$ cat src/rtl/uart_tx.sv
// Buffered 8N1 UART transmitter: a small byte FIFO feeding an LSB-first serialiser.
// Each bit lasts BAUD_DIV clocks. Back-to-back frames are sent with no idle gap.
module uart_tx #(
  parameter int unsigned BAUD_DIV   = 432,
  parameter int unsigned FIFO_DEPTH = 4,
  parameter int unsigned STOP_BITS  = 1
) (
  input  logic       CLK,
  input  logic       RST_N,
  input  logic [7:0] TX_DATA,
  input  logic       TX_SEND,
  output logic       TX_FULL,
  output logic       TX_BUSY,
  output logic       TX_OVERRUN,
  output logic       TX_PIN
);

  localparam int unsigned PtrW = $clog2(FIFO_DEPTH);
  localparam int unsigned CntW = PtrW + 1;
  localparam logic [CntW-1:0] DepthC   = CntW'(FIFO_DEPTH);
  localparam logic [15:0]     BaudLast = 16'(BAUD_DIV - 1);
  localparam logic            StopLast = 1'(STOP_BITS - 1);

  typedef enum logic [1:0] {StIdle, StStart, StData, StStop} state_e;

  state_e          state_q, state_d;
  logic [15:0]     baud_q, baud_d;
  logic [2:0]      bit_q, bit_d;
  logic            stop_q, stop_d;
  logic [7:0]      shift_q, shift_d;
  logic            tx_q, tx_d;
  logic            ovr_q, ovr_d;
  logic [PtrW-1:0] rd_q, rd_d, wr_q, wr_d;
  logic [CntW-1:0] cnt_q, cnt_d;
  logic [7:0]      mem_q [FIFO_DEPTH];

  logic push, pop, empty, baud_done;

  // Full/busy come from registered state only; the write decision uses the pre-edge count.
  assign empty      = (cnt_q == '0);
  assign TX_FULL    = (cnt_q == DepthC);
  assign TX_BUSY    = !empty || (state_q != StIdle);
  assign TX_OVERRUN = ovr_q;
  assign TX_PIN     = tx_q;
  assign push       = TX_SEND && !TX_FULL;
  assign baud_done  = (baud_q == BaudLast);

  // Frame sequencer: decides the next line level, shift contents and FIFO pop.
  always_comb begin
    state_d = state_q;
    baud_d  = baud_q;
    bit_d   = bit_q;
    stop_d  = stop_q;
    shift_d = shift_q;
    tx_d    = tx_q;
    pop     = 1'b0;
    unique case (state_q)
      StIdle: begin
        baud_d = '0;
        tx_d   = 1'b1;
        if (!empty) begin
          pop     = 1'b1;
          shift_d = mem_q[rd_q];
          tx_d    = 1'b0;
          state_d = StStart;
        end
      end
      StStart: begin
        baud_d = baud_q + 16'd1;
        if (baud_done) begin
          baud_d  = '0;
          bit_d   = '0;
          tx_d    = shift_q[0];
          state_d = StData;
        end
      end
      StData: begin
        baud_d = baud_q + 16'd1;
        if (baud_done) begin
          baud_d = '0;
          if (bit_q == 3'd7) begin
            tx_d    = 1'b1;
            stop_d  = 1'b0;
            state_d = StStop;
          end else begin
            shift_d = {1'b0, shift_q[7:1]};
            tx_d    = shift_q[1];
            bit_d   = bit_q + 3'd1;
          end
        end
      end
      StStop: begin
        baud_d = baud_q + 16'd1;
        if (baud_done) begin
          baud_d = '0;
          if (stop_q != StopLast) begin
            stop_d = 1'b1;
          end else if (!empty) begin
            // Chain straight into the next start bit.
            pop     = 1'b1;
            shift_d = mem_q[rd_q];
            tx_d    = 1'b0;
            stop_d  = 1'b0;
            state_d = StStart;
          end else begin
            state_d = StIdle;
          end
        end
      end
      default: state_d = StIdle;
    endcase
  end

  // FIFO pointer/count bookkeeping and overrun detection.
  always_comb begin
    wr_d  = push ? wr_q + PtrW'(1) : wr_q;
    rd_d  = pop ? rd_q + PtrW'(1) : rd_q;
    cnt_d = cnt_q + CntW'(push) - CntW'(pop);
    ovr_d = TX_SEND && TX_FULL;
  end

  // FIFO storage; contents need no reset since the count qualifies them.
  always_ff @(posedge CLK) begin
    if (push) mem_q[wr_q] <= TX_DATA;
  end

  // State and control registers; reset forces the line high at once.
  always_ff @(posedge CLK or negedge RST_N) begin
    if (!RST_N) begin
      state_q <= StIdle;
      baud_q  <= '0;
      bit_q   <= '0;
      stop_q  <= 1'b0;
      shift_q <= '0;
      tx_q    <= 1'b1;
      ovr_q   <= 1'b0;
      rd_q    <= '0;
      wr_q    <= '0;
      cnt_q   <= '0;
    end else begin
      state_q <= state_d;
      baud_q  <= baud_d;
      bit_q   <= bit_d;
      stop_q  <= stop_d;
      shift_q <= shift_d;
      tx_q    <= tx_d;
      ovr_q   <= ovr_d;
      rd_q    <= rd_d;
      wr_q    <= wr_d;
      cnt_q   <= cnt_d;
    end
  end

endmodule

$ cat config.mk
export PLATFORM = sky130hd
export DESIGN_NAME = uart_tx
export DESIGN_NICKNAME = d
export VERILOG_FILES = /design/src/rtl/uart_tx.sv
export SDC_FILE = /design/constraint.sdc
export NUM_CORES = 1
export LEC_CHECK = 0
export ABC_AREA = 1
export BUFFER_PORTS_ARGS = -buffer_cell sky130_fd_sc_hd__buf_4
export CAP_MARGIN = 25
export CORE_ASPECT_RATIO = 1.5
export CORE_MARGIN = 3
export CORE_UTILIZATION = 45
export DETAILED_ROUTE_END_ITERATION = 7
export SLEW_MARGIN = 20
export SYNTH_ARGS = -nofsm -noshare
export SYNTH_HDL_FRONTEND = slang
export SYNTH_SLANG_ARGS = --single-unit
$ cat constraint.sdc
create_clock -name CLK -period 2.7 [get_ports CLK]
set_clock_uncertainty 0.05 [all_clocks]
set_input_delay 0.54 -clock CLK [delete_from_list [all_inputs] [get_ports CLK]]
set_output_delay 0.54 -clock CLK [all_outputs]
set_load 0.02 [all_outputs]
==> results of run 1 <==
## per-layer routing
layer	vias up	routed length [microns]	share of wire
met5	-	0	0
met4	0	188	0.029
met3	13	160	0.025
met2	40	3530	0.54
met1	1159	2610	0.40
li1	1263	-	-
## Yosys cell counts
| cell type | n |
|---|---|
| o21ai_0 | 5 |
| nor3_2 | 1 |
| fa_1 | 1 |
| nor2_4 | 1 |
| nand2_2 | 2 |
| dfrtp_1 | 37 |
| o21ai_2 | 2 |
| buf_2 | 5 |
| nand4_1 | 2 |
| and2_1 | 1 |
| nor4_1 | 1 |
| xor2_1 | 7 |
| nand3_2 | 1 |
| o21ai_1 | 1 |
| nor3b_1 | 2 |
| dfstp_2 | 1 |
| a21oi_1 | 9 |
| ha_1 | 14 |
| a31oi_1 | 1 |
| nor2_2 | 1 |
| a21oi_4 | 1 |
| a22oi_1 | 1 |
| buf_6 | 1 |
| nand3_1 | 39 |
| inv_4 | 1 |
| clkbuf_1 | 1 |
| inv_1 | 29 |
| nand2_4 | 2 |
| nand2_1 | 119 |
| edfxtp_1 | 32 |
| nor2_1 | 45 |
| clkinv_1 | 1 |
| nor3_1 | 4 |
| xnor2_1 | 3 |
| inv_2 | 1 |
## cell type report
cell class	instances	area share
Multi-Input combinational cell	266	0.350
Inverter	32	0.0318
Sequential cell	70	0.496
Tap cell	100	0.0324
Clock buffer	9	0.0321
Timing Repair Buffer	19	0.0370
Clock inverter	7	0.0211
## power by group through the flow
| stage | clock network, mW | logic [mW] | registers [mW] |
|---|---|---|---|
| CTS | 0.893 | 0.374 | 1.32 |
| floorplan | 0 | 0.237 | 1.33 |
| global route | 0.945 | 0.421 | 1.33 |
| finish | 0.867 | 0.359 | 1.32 |
| detailed placement | 0 | 0.372 | 1.34 |
| global placement | 0 | 0.366 | 1.34 |
## path summary, 6_finish.rpt
kind                                      from                     to  slack [ps]  cells after the start
hold / removal                           RST_N    baud_q[7]$_DFF_PN0_         100                      1
setup / recovery           baud_q[0]$_DFF_PN0_     cnt_q[1]$_DFF_PN0_         300                     13
min in group CLK                    TX_DATA[2]  mem_q[0][2]$_DFFE_PP_         330                      1
setup reg to reg           baud_q[0]$_DFF_PN0_     cnt_q[1]$_DFF_PN0_         300                     13
max in group asynchronous                RST_N     TX_PIN$_DFFE_PN1P_        2140                      1
hold reg to reg             TX_PIN$_DFFE_PN1P_     TX_PIN$_DFFE_PN1P_         420                      2
## logic make-up after synthesis
kind of cell               share of synthesized area
adders and majority gates                     0.0570
xor gates and xnor gates                      0.0256
DFF                                            0.559
AOI/OAI and AO/OA                             0.0358
and+or+nand+nor                                0.275
buffers and inverters                         0.0475
## registers in the layout (all words and copies together) (netlist names)
register,cells
TX_OVERRUN,1
state_q,2
wr_q,2
cnt_q,3
shift_q,8
bit_q,3
rd_q,2
mem_q,32
baud_q,16
TX_PIN,1
## cells in the final DEF, fill, tap and decap left out, types with 2 or more instances in the layout
cell,instances
xor2_1,7
nand2_2,2
nand2_1,119
o21ai_0,5
nand3_1,39
nor3_1,4
clkbuf_8,9
inv_6,2
o21ai_2,2
nor3b_1,2
inv_1,29
xnor2_1,3
edfxtp_1,32
clkinv_4,3
buf_4,19
dfrtp_1,37
nand2_4,2
nand4_1,2
ha_1,14
a21oi_1,9
nor2_1,45
## critical path: cells and delay by family, from the launching register on
kind                       cells  cell delay, ps
DFF                            1             410
adders and majority gates      4            1050
buffers and inverters          4             190
and+or+nand+nor                5             600
## through the flow
stage | setup WS [ps] | cells | cell area, sq um | power (mW) | util
after floorplan | 453 | 375 | 3420 | 1.57 | -
after global placement | 339 | 487 | 3650 | 1.70 | 0.499
after detailed placement | 296 | 487 | 3650 | 1.71 | 0.499
after CTS | 282 | 503 | 3860 | 2.59 | 0.527
after global routing | 33.0 | 503 | 3860 | 2.70 | 0.527
final | 300 | 503 | 3860 | 2.55 | 0.527
==> flow_summary.ini, run 1 <==
[yosys]
synth-seq-cells = 70
yosysSeqAreaShare = 0.559
post-synth-top-area-fraction = 0.281
yosys.area.top_type = edfxtp_1
synth_cells = 375
synth_area_leaders = edfxtp_1 28%, dfrtp_1 27%, nand2_1 13%, nand3_1 5.7%, ha_1 5.1%
synth_nets = 401
avgSynthCellArea_sq_um = 9.13
synthesis.area_sq_um = 3420
ys.warnings.count = 0
yosysUniqueCellTypes = 35

[timing]
rsz0062_at_grt = no
post-route-period-util = 0.889
hold_viol = 0
min_period_ps = 2400
fin_hold_ws_ps = 95.8
max_slew_margin = 0.623
final-max-slew-violation-count = 0
finalSetupViolCount = 0
finalSetupTns_ps = 0
worst_pin_slew_ps = 566
fmax_ghz = 0.417

[critical_path]
critPathMaxFanout = 5
cp_slowest_stage_delay_ps = 470
crit_required_ps = 2900
cp_slowest_cell = fa_1
cp-start-kind = flop
cp_cell_sequence = ha_1, nand3_2, nor2_1, nand3_1, nand2_1, nand2_1, inv_1, ha_1, inv_1, ha_1, inv_1, fa_1, inv_1
cp_common_cell = inv_1
crit_arrival_ps = 2600
worstSetupPathType = flop to flop
crit_path_end_kind = flop

[route]
ant_nets = 0
drtPass1Iterations = 5
post_drt_wl_per_cell_microns = 12.9
routed_wl_microns = 6480
vias_per_cell = 4.92
drc = 0
drt_iter0_markers = 139
via_count = 2475

[clock_tree]
root_buffer = clkbuf_8
clock-sinks = 70
insertion_delay_ps = 350
cts_max_level = 3
post-cts-setup-buffers = 0
cts_tree = yes
clk_pin_slew_ps = 80
cts_max_path_buffers = 2
post_cts_resized = 0
cts_buffers = 9
cts_hold_buf = 0

[pwr]
p_leak_nw = 1.75
p_int_mw = 1.84
p_switching_uw = 704
share_seq_of_total_power = 0.518
power.clock.fraction = 0.341
p_per_area_nw_per_um2 = 660
combPwrFrac = 0.141
sw_frac_of_total = 0.277
ir_drop_v = 0.000513

[cells_and_area]
fillers = 719
drive_gt1_frac = 0.122
syn_to_final_growth_pct = 12.6
area.sequential_sq_um = 1910
multi_input_area_sq_um = 1350
antennaDiodeCount = 0
finalNetCount = 424

[floorplan]
design.core.area_sq_um = 7320
chipWidth_microns = 77.2
pin_count = 15
fp.dieArea_sq_um = 8710
rows = 38
start_util = 0.468
die_h_microns = 113

[grt]
grt_pass1_vias = 2586
use_met3 = 0.0287
grt_pass1_wl_microns = 11800
antenna_found_initial = 0
top_usage_layer = met2
grt_usage = 0.175
grt-ovfl-total = 0
grt_use_met2 = 0.315
grt_max_degree = 39
met1_usage = 0.188

[place]
gp_congestion = 0.880
post-dp-hpwl_microns = 4730
portBuffers = 14

[status]
status = finished, final reports clean

[flow_run]
drv_cap = 0

[worst_hold_path]
hold_path.class = input port to asynchronous set/reset pin
Power figures use the tool's default switching activity.
==> run 2, diff against run 1 <==
--- a/config.mk
+++ b/config.mk
@@ -8,10 +8,13 @@
 export ABC_AREA = 1
 export BUFFER_PORTS_ARGS = -buffer_cell sky130_fd_sc_hd__buf_4
 export CAP_MARGIN = 25
+export CELL_PAD_IN_SITES_DETAIL_PLACEMENT = 1
+export CELL_PAD_IN_SITES_GLOBAL_PLACEMENT = 2
 export CORE_ASPECT_RATIO = 1.5
 export CORE_MARGIN = 3
-export CORE_UTILIZATION = 45
+export CORE_UTILIZATION = 39
 export DETAILED_ROUTE_END_ITERATION = 7
+export PLACE_DENSITY_LB_ADDON = 0.1
 export SLEW_MARGIN = 20
 export SYNTH_ARGS = -nofsm -noshare
 export SYNTH_HDL_FRONTEND = slang
==> run 2 against run 1 <==
Sequential share of layout area decreased by 1.1 points. Critical path type unchanged. Combinational power increased by 8.4%. Critical path depth unchanged. Clock power increased by 20%. Setup slack got worse by 63 ps. Cell count increased by 1.8%. Via count increased by 2.1%. Maximum frequency decreased by 2.6%. Die area increased by 14%. Power increased by 7.9%. Wire length increased by 19%.
==> flow_summary.ini, run 2 (same netlist as run 1, synthesis figures left out) <==
[timing]
post-route-period-util = 0.912
final-max-slew-violation-count = 0
min_period_ps = 2460
hold_viol = 0
finalSetupViolCount = 0
fmax_ghz = 0.406
worst_pin_slew_ps = 553
rsz0062_at_grt = no
fin_hold_ws_ps = 139
finalSetupTns_ps = 0
max_slew_margin = 0.632

[route]
ant_nets = 0
via_count = 2528
drtPass1Iterations = 4
drt_iter0_markers = 104
post_drt_wl_per_cell_microns = 15.1
vias_per_cell = 4.94
drc = 0
routed_wl_microns = 7720

[clock_tree]
root_buffer = clkbuf_16
cts_tree = yes
clock-sinks = 70
post-cts-setup-buffers = 0
cts_buffers = 9
cts_max_path_buffers = 2
insertion_delay_ps = 320
cts_max_level = 3
clk_pin_slew_ps = 60

[cells_and_area]
finalNetCount = 426
layout_common_cells = 119 x nand2_1, 45 x nor2_1, 39 x nand3_1, 37 x dfrtp_1, 32 x edfxtp_1
stdcell_area_sq_um = 3950
drive_gt1_frac = 0.123
largest-register = mem_q
largest_register_ffs = 32
top_regs = mem_q (32), baud_q (16), shift_q (8)
layout_commonest_cell = nand2_1
antennaDiodeCount = 0
syn_to_final_growth_pct = 15.2
fillers = 997

[floorplan]
design.core.area_sq_um = 8460
start_util = 0.405
fp.dieArea_sq_um = 9960
pin_count = 15
chipWidth_microns = 82.5
rows = 41
die_h_microns = 121

[worst_hold_path]
hold_path.class = input port to asynchronous set/reset pin

[pwr]
combPwrFrac = 0.142
power_mw = 2.75
p_int_mw = 2.03
sw_frac_of_total = 0.263
power.clock.fraction = 0.377
p_per_area_nw_per_um2 = 696
p_leak_nw = 1.79
p_switching_uw = 722
share_seq_of_total_power = 0.481
ir_drop_v = 0.000475

[critical_path]
critical_path_buf_inv_count = 3
critPathMaxFanout = 5
worstSetupPathType = flop to flop
cp_cell_sequence = ha_2, nand3_2, nor2_1, nand3_1, nand2_1, nand2_1, inv_1, ha_1, inv_1, ha_1, inv_1, fa_1, xnor2_1
cp_slowest_stage_delay_ps = 410
path_delay_family = adder cells
crit_arrival_ps = 2620
cp_slowest_cell = dfrtp_1
crit_path_end_kind = flop
cp_common_cell = inv_1
cp-start-kind = flop
crit_required_ps = 2860

[grt]
antenna_found_initial = 0
grt_pass1_vias = 2739
grt_max_degree = 39
grt_usage = 0.179
grt-ovfl-total = 0
grt_pass1_wl_microns = 13200

[place]
placed_cell_area_sq_um = 3680
portBuffers = 14
post-dp-hpwl_microns = 5770
gp_congestion = 0.741

[flow_run]
drv_cap = 0

[status]
status = finished, final reports clean
run 2: cell types whose count changed in the layout (fill, tap and decap cells not counted), sizes merged:
| cell | delta |
|---|---|
| clkinv | +2 |
| buf | +2 |
| bufinv | -1 |
| clkinvlp | +1 |
| inv | -2 |
run 2: path summary, 6_finish.rpt:
check                           depth (start not counted)                 from  slack, ps                    end
worst min register to register                          2   TX_PIN$_DFFE_PN1P_        410     TX_PIN$_DFFE_PN1P_
worst max-delay path                                   13  baud_q[0]$_DFF_PN0_        240     cnt_q[2]$_DFF_PN0_
worst max register to register                         13  baud_q[0]$_DFF_PN0_        240     cnt_q[2]$_DFF_PN0_
min in group CLK                                        1           TX_DATA[2]        370  mem_q[1][2]$_DFFE_PP_
max in group asynchronous                               1                RST_N       2090     TX_PIN$_DFFE_PN1P_
worst min-delay path                                    1                RST_N        140    baud_q[5]$_DFF_PN0_
run 2: layout make-up:
cell class / count / area, sq um / area share
inverter: 32 / 123 / 0.0311
multi-input combinational: 266 / 1350 / 0.343
timing repair buffer: 21 / 158 / 0.0400
clock inverter: 7 / 41.3 / 0.0105
sequential: 70 / 1910 / 0.485
tap: 107 / 134 / 0.0339
clock buffer: 9 / 225 / 0.0571
run 2: power by group through the flow:
stage | clock network [mW] | registers [mW] | logic, mW
after floorplan | 0 | 1.33 | 0.237
after global placement | 0 | 1.34 | 0.376
after detailed placement | 0 | 1.34 | 0.400
after CTS | 1.08 | 1.32 | 0.403
after global routing | 1.13 | 1.34 | 0.458
final | 1.04 | 1.32 | 0.389
run 2: timing repair:
action | 4_1_cts | 5_1_grt
hold buffers | 0 | 0
setup endpoints to repair | 0 | 1
resized for setup | 0 | 1
run 2: per-layer routing:
metal,track usage,vias up,wire (microns),part of all wire
met5,0,-,0,0
met4,0.0726,0,134,0.017
met3,0.0298,8,180,0.023
met2,0.336,23,4520,0.59
met1,0.190,1230,2880,0.37
li1,-,1267,-,-
run 2: through the flow:
step / cells / setup WS [ps] / util
global route: 512 / 35.0 / 0.466
finish: 512 / 237 / 0.466
CTS: 512 / 177 / 0.466
floorplan: 375 / 453 / -
global placement: 496 / 293 / 0.434
detailed placement: 496 / 190 / 0.434
==> run 3, diff against run 2 <==
--- a/config.mk
+++ b/config.mk
@@ -5,14 +5,13 @@
 export SDC_FILE = /design/constraint.sdc
 export NUM_CORES = 1
 export LEC_CHECK = 0
-export ABC_AREA = 1
 export BUFFER_PORTS_ARGS = -buffer_cell sky130_fd_sc_hd__buf_4
 export CAP_MARGIN = 25
 export CELL_PAD_IN_SITES_DETAIL_PLACEMENT = 1
 export CELL_PAD_IN_SITES_GLOBAL_PLACEMENT = 2
 export CORE_ASPECT_RATIO = 1.5
 export CORE_MARGIN = 3
-export CORE_UTILIZATION = 39
+export CORE_UTILIZATION = 43
 export DETAILED_ROUTE_END_ITERATION = 7
 export PLACE_DENSITY_LB_ADDON = 0.1
 export SLEW_MARGIN = 20
==> run 3 against run 2 <==
Cell count decreased by 25%. Synthesized cell count decreased by 33%. Largest cell class unchanged. Flip-flop and latch count did not move. Non-clock buffer count did not move. Sequential power increased by 22%. Global-route usage is 0.91 points lower. Combinational power rose to 3.7 times the previous value. Critical path type is now flop to primary output.
==> flow_summary.ini, run 3 <==
[status]
status = finished, final reports clean

[place]
portBuffers = 14
post-dp-hpwl_microns = 4850
gp_congestion = 0.751

[clock_tree]
cts_max_path_buffers = 2
clock-sinks = 70
cts_tree = yes
cts_buffers = 9
cts_hold_buf = 0
root_buffer = clkbuf_8
clk_pin_slew_ps = 80
insertion_delay_ps = 340
cts_max_level = 3

[cells_and_area]
layout_common_cells = 36 x dfrtp_1, 32 x edfxtp_1, 24 x nor2_1, 21 x buf_4, 17 x inv_1
finalNetCount = 304
fillers = 781
layout_commonest_cell = dfrtp_1
top_regs = mem_q (32), baud_q (16), shift_q (8)
drive_gt1_frac = 0.233
largest_register_ffs = 32
antennaDiodeCount = 0
largest-register = mem_q
syn_to_final_growth_pct = 12.9
final_core_util = 0.513

[timing]
finalSetupViolCount = 0
rsz0062_at_grt = no
fmax_ghz = 0.387
final-max-slew-violation-count = 0
min_period_ps = 2580
worst_pin_slew_ps = 706
max_slew_margin = 0.529
finalSetupTns_ps = 0
post-route-period-util = 0.957
hold_viol = 0

[grt]
grt_pass1_vias = 2205
grt_usage = 0.170
grt_pass1_wl_microns = 11300
antenna_found_initial = 0
grt_max_degree = 39
grt-ovfl-total = 0

[yosys]
synth_edf_count = 32
ys_top_cells_by_count = 37 x dfrtp_1, 32 x edfxtp_1, 24 x nor2_1
yosys.area.top_type = edfxtp_1
synth-seq-cells = 70
synthArstFlopShare = 0.543
avgSynthCellArea_sq_um = 13.3
synth_area_leaders = edfxtp_1 29%, dfrtp_1 27%, ha_1 5.2%, mux2_2 4.7%, mux4_2 4.0%
ys.flop_type = dfrtp_1
synth_nets = 279
synth_cells = 253
ys.warnings.count = 0
synth_most_common_cell = dfrtp_1
yosysUniqueCellTypes = 48
yosysSeqAreaShare = 0.568
post-synth-top-area-fraction = 0.285
synthesis.area_sq_um = 3370

[critical_path]
critPathMaxFanout = 6
crit_required_ps = 2110
crit_arrival_ps = 1990
startpoint = state_q[0]$_DFFE_PN0P_
crit_path_end_kind = primary output
r2r_start = baud_q[0]$_DFF_PN0_
cp-start-kind = flop
worstSetupPathType = flop to primary output

[route]
vias_per_cell = 5.30
drt_iter0_markers = 70
post_drt_wl_per_cell_microns = 17.6
via_count = 2028
drc = 0
drtPass1Iterations = 4
ant_nets = 0
routed_wl_microns = 6730

[flow_run]
drv_cap = 0

[floorplan]
chipWidth_microns = 78.3
rows = 38
pin_count = 15
start_util = 0.454
die_h_microns = 114
design.core.area_sq_um = 7420
fp.dieArea_sq_um = 8950

[worst_hold_path]
hold_path.class = input port to asynchronous set/reset pin

[pwr]
ir_drop_v = 0.000429
p_leak_nw = 1.54
p_per_area_nw_per_um2 = 1000
-- run 3: cell types whose count changed in the layout (fill, tap and decap cells not counted), sizes merged, moves of 8 or more --
cell   previous run  this run
mux2              0        17
nor2             47        24
nand3            40         8
mux4              0         8
xnor2             3        15
nand2           123         8
inv              31        17
-- run 3: layout make-up --
cell class,instances,area (sq um),area share
Clock buffer,11,141,0.0372
Clock inverter,5,35.0,0.00921
Inverter,17,63.8,0.0168
Multi-Input combinational cell,159,1370,0.359
Sequential cell,70,1910,0.503
Tap cell,100,125,0.0329
Timing Repair Buffer,21,158,0.0414
-- run 3: critical path, stage by stage, from the launching register on --
cell,delay (ps)
dfrtp_1,420
inv_1,180
ha_4,200
or4b_2,650
buf_4,190
-- run 3: power by group --
group / leakage [nW] / internal, mW / total [mW] / switching [mW]
combinational: 0.675 / 0.732 / 1.45 / 0.719
clock: 0.0893 / 0.358 / 0.757 / 0.398
sequential: 0.774 / 1.41 / 1.61 / 0.203
total: 1.54 / 2.50 / 3.82 / 1.32
-- run 3: final timing paths --
check,slack [ps],cells past startpoint,endpoint
max,120,4,TX_BUSY
max in group asynchronous,2120,1,cnt_q[1]$_DFF_PN0_
min in group CLK,350,1,mem_q[0][4]$_DFFE_PP_
min reg2reg,420,1,baud_q[0]$_DFF_PN0_
max reg2reg,250,12,cnt_q[2]$_DFF_PN0_
min,100,1,shift_q[5]$_DFFE_PN0P_
-- run 3: logic make-up after synthesis --
family	after synthesis	synth area share
DFF	70	0.568
and+or+nand+nor	77	0.130
adders and majority gates	15	0.0580
xor gates and xnor gates	17	0.0442
AOI/OAI and AO/OA	24	0.0539
muxes	26	0.116
buffers and inverters	24	0.0301
-- run 3: through the flow --
stage	hold WS, ps	instances	power [mW]	setup WS, ps	cell area, sq um
final	101	383	3.82	115	3800
after global routing	121	383	4.12	20.1	3800
after CTS	110	383	3.87	38.7	3790
after detailed placement	407	367	3.09	217	3610
after global placement	392	367	3.04	213	3610
after floorplan	194	253	2.67	286	3370
-- run 3: routing by layer --
metal / part of all wire / vias to the layer above / global-route usage
li1: - / 966 / -
met1: 0.43 / 1024 / 0.205
met2: 0.54 / 26 / 0.292
met3: 0.024 / 12 / 0.0417
met4: 0.015 / 0 / 0.0665
met5: 0 / - / 0
-- run 3: repair_timing --
item,in CTS,in global routing
buffers inserted,0,0
setup endpoints to repair,1,2
resized for setup,1,2
pin swaps,0,0
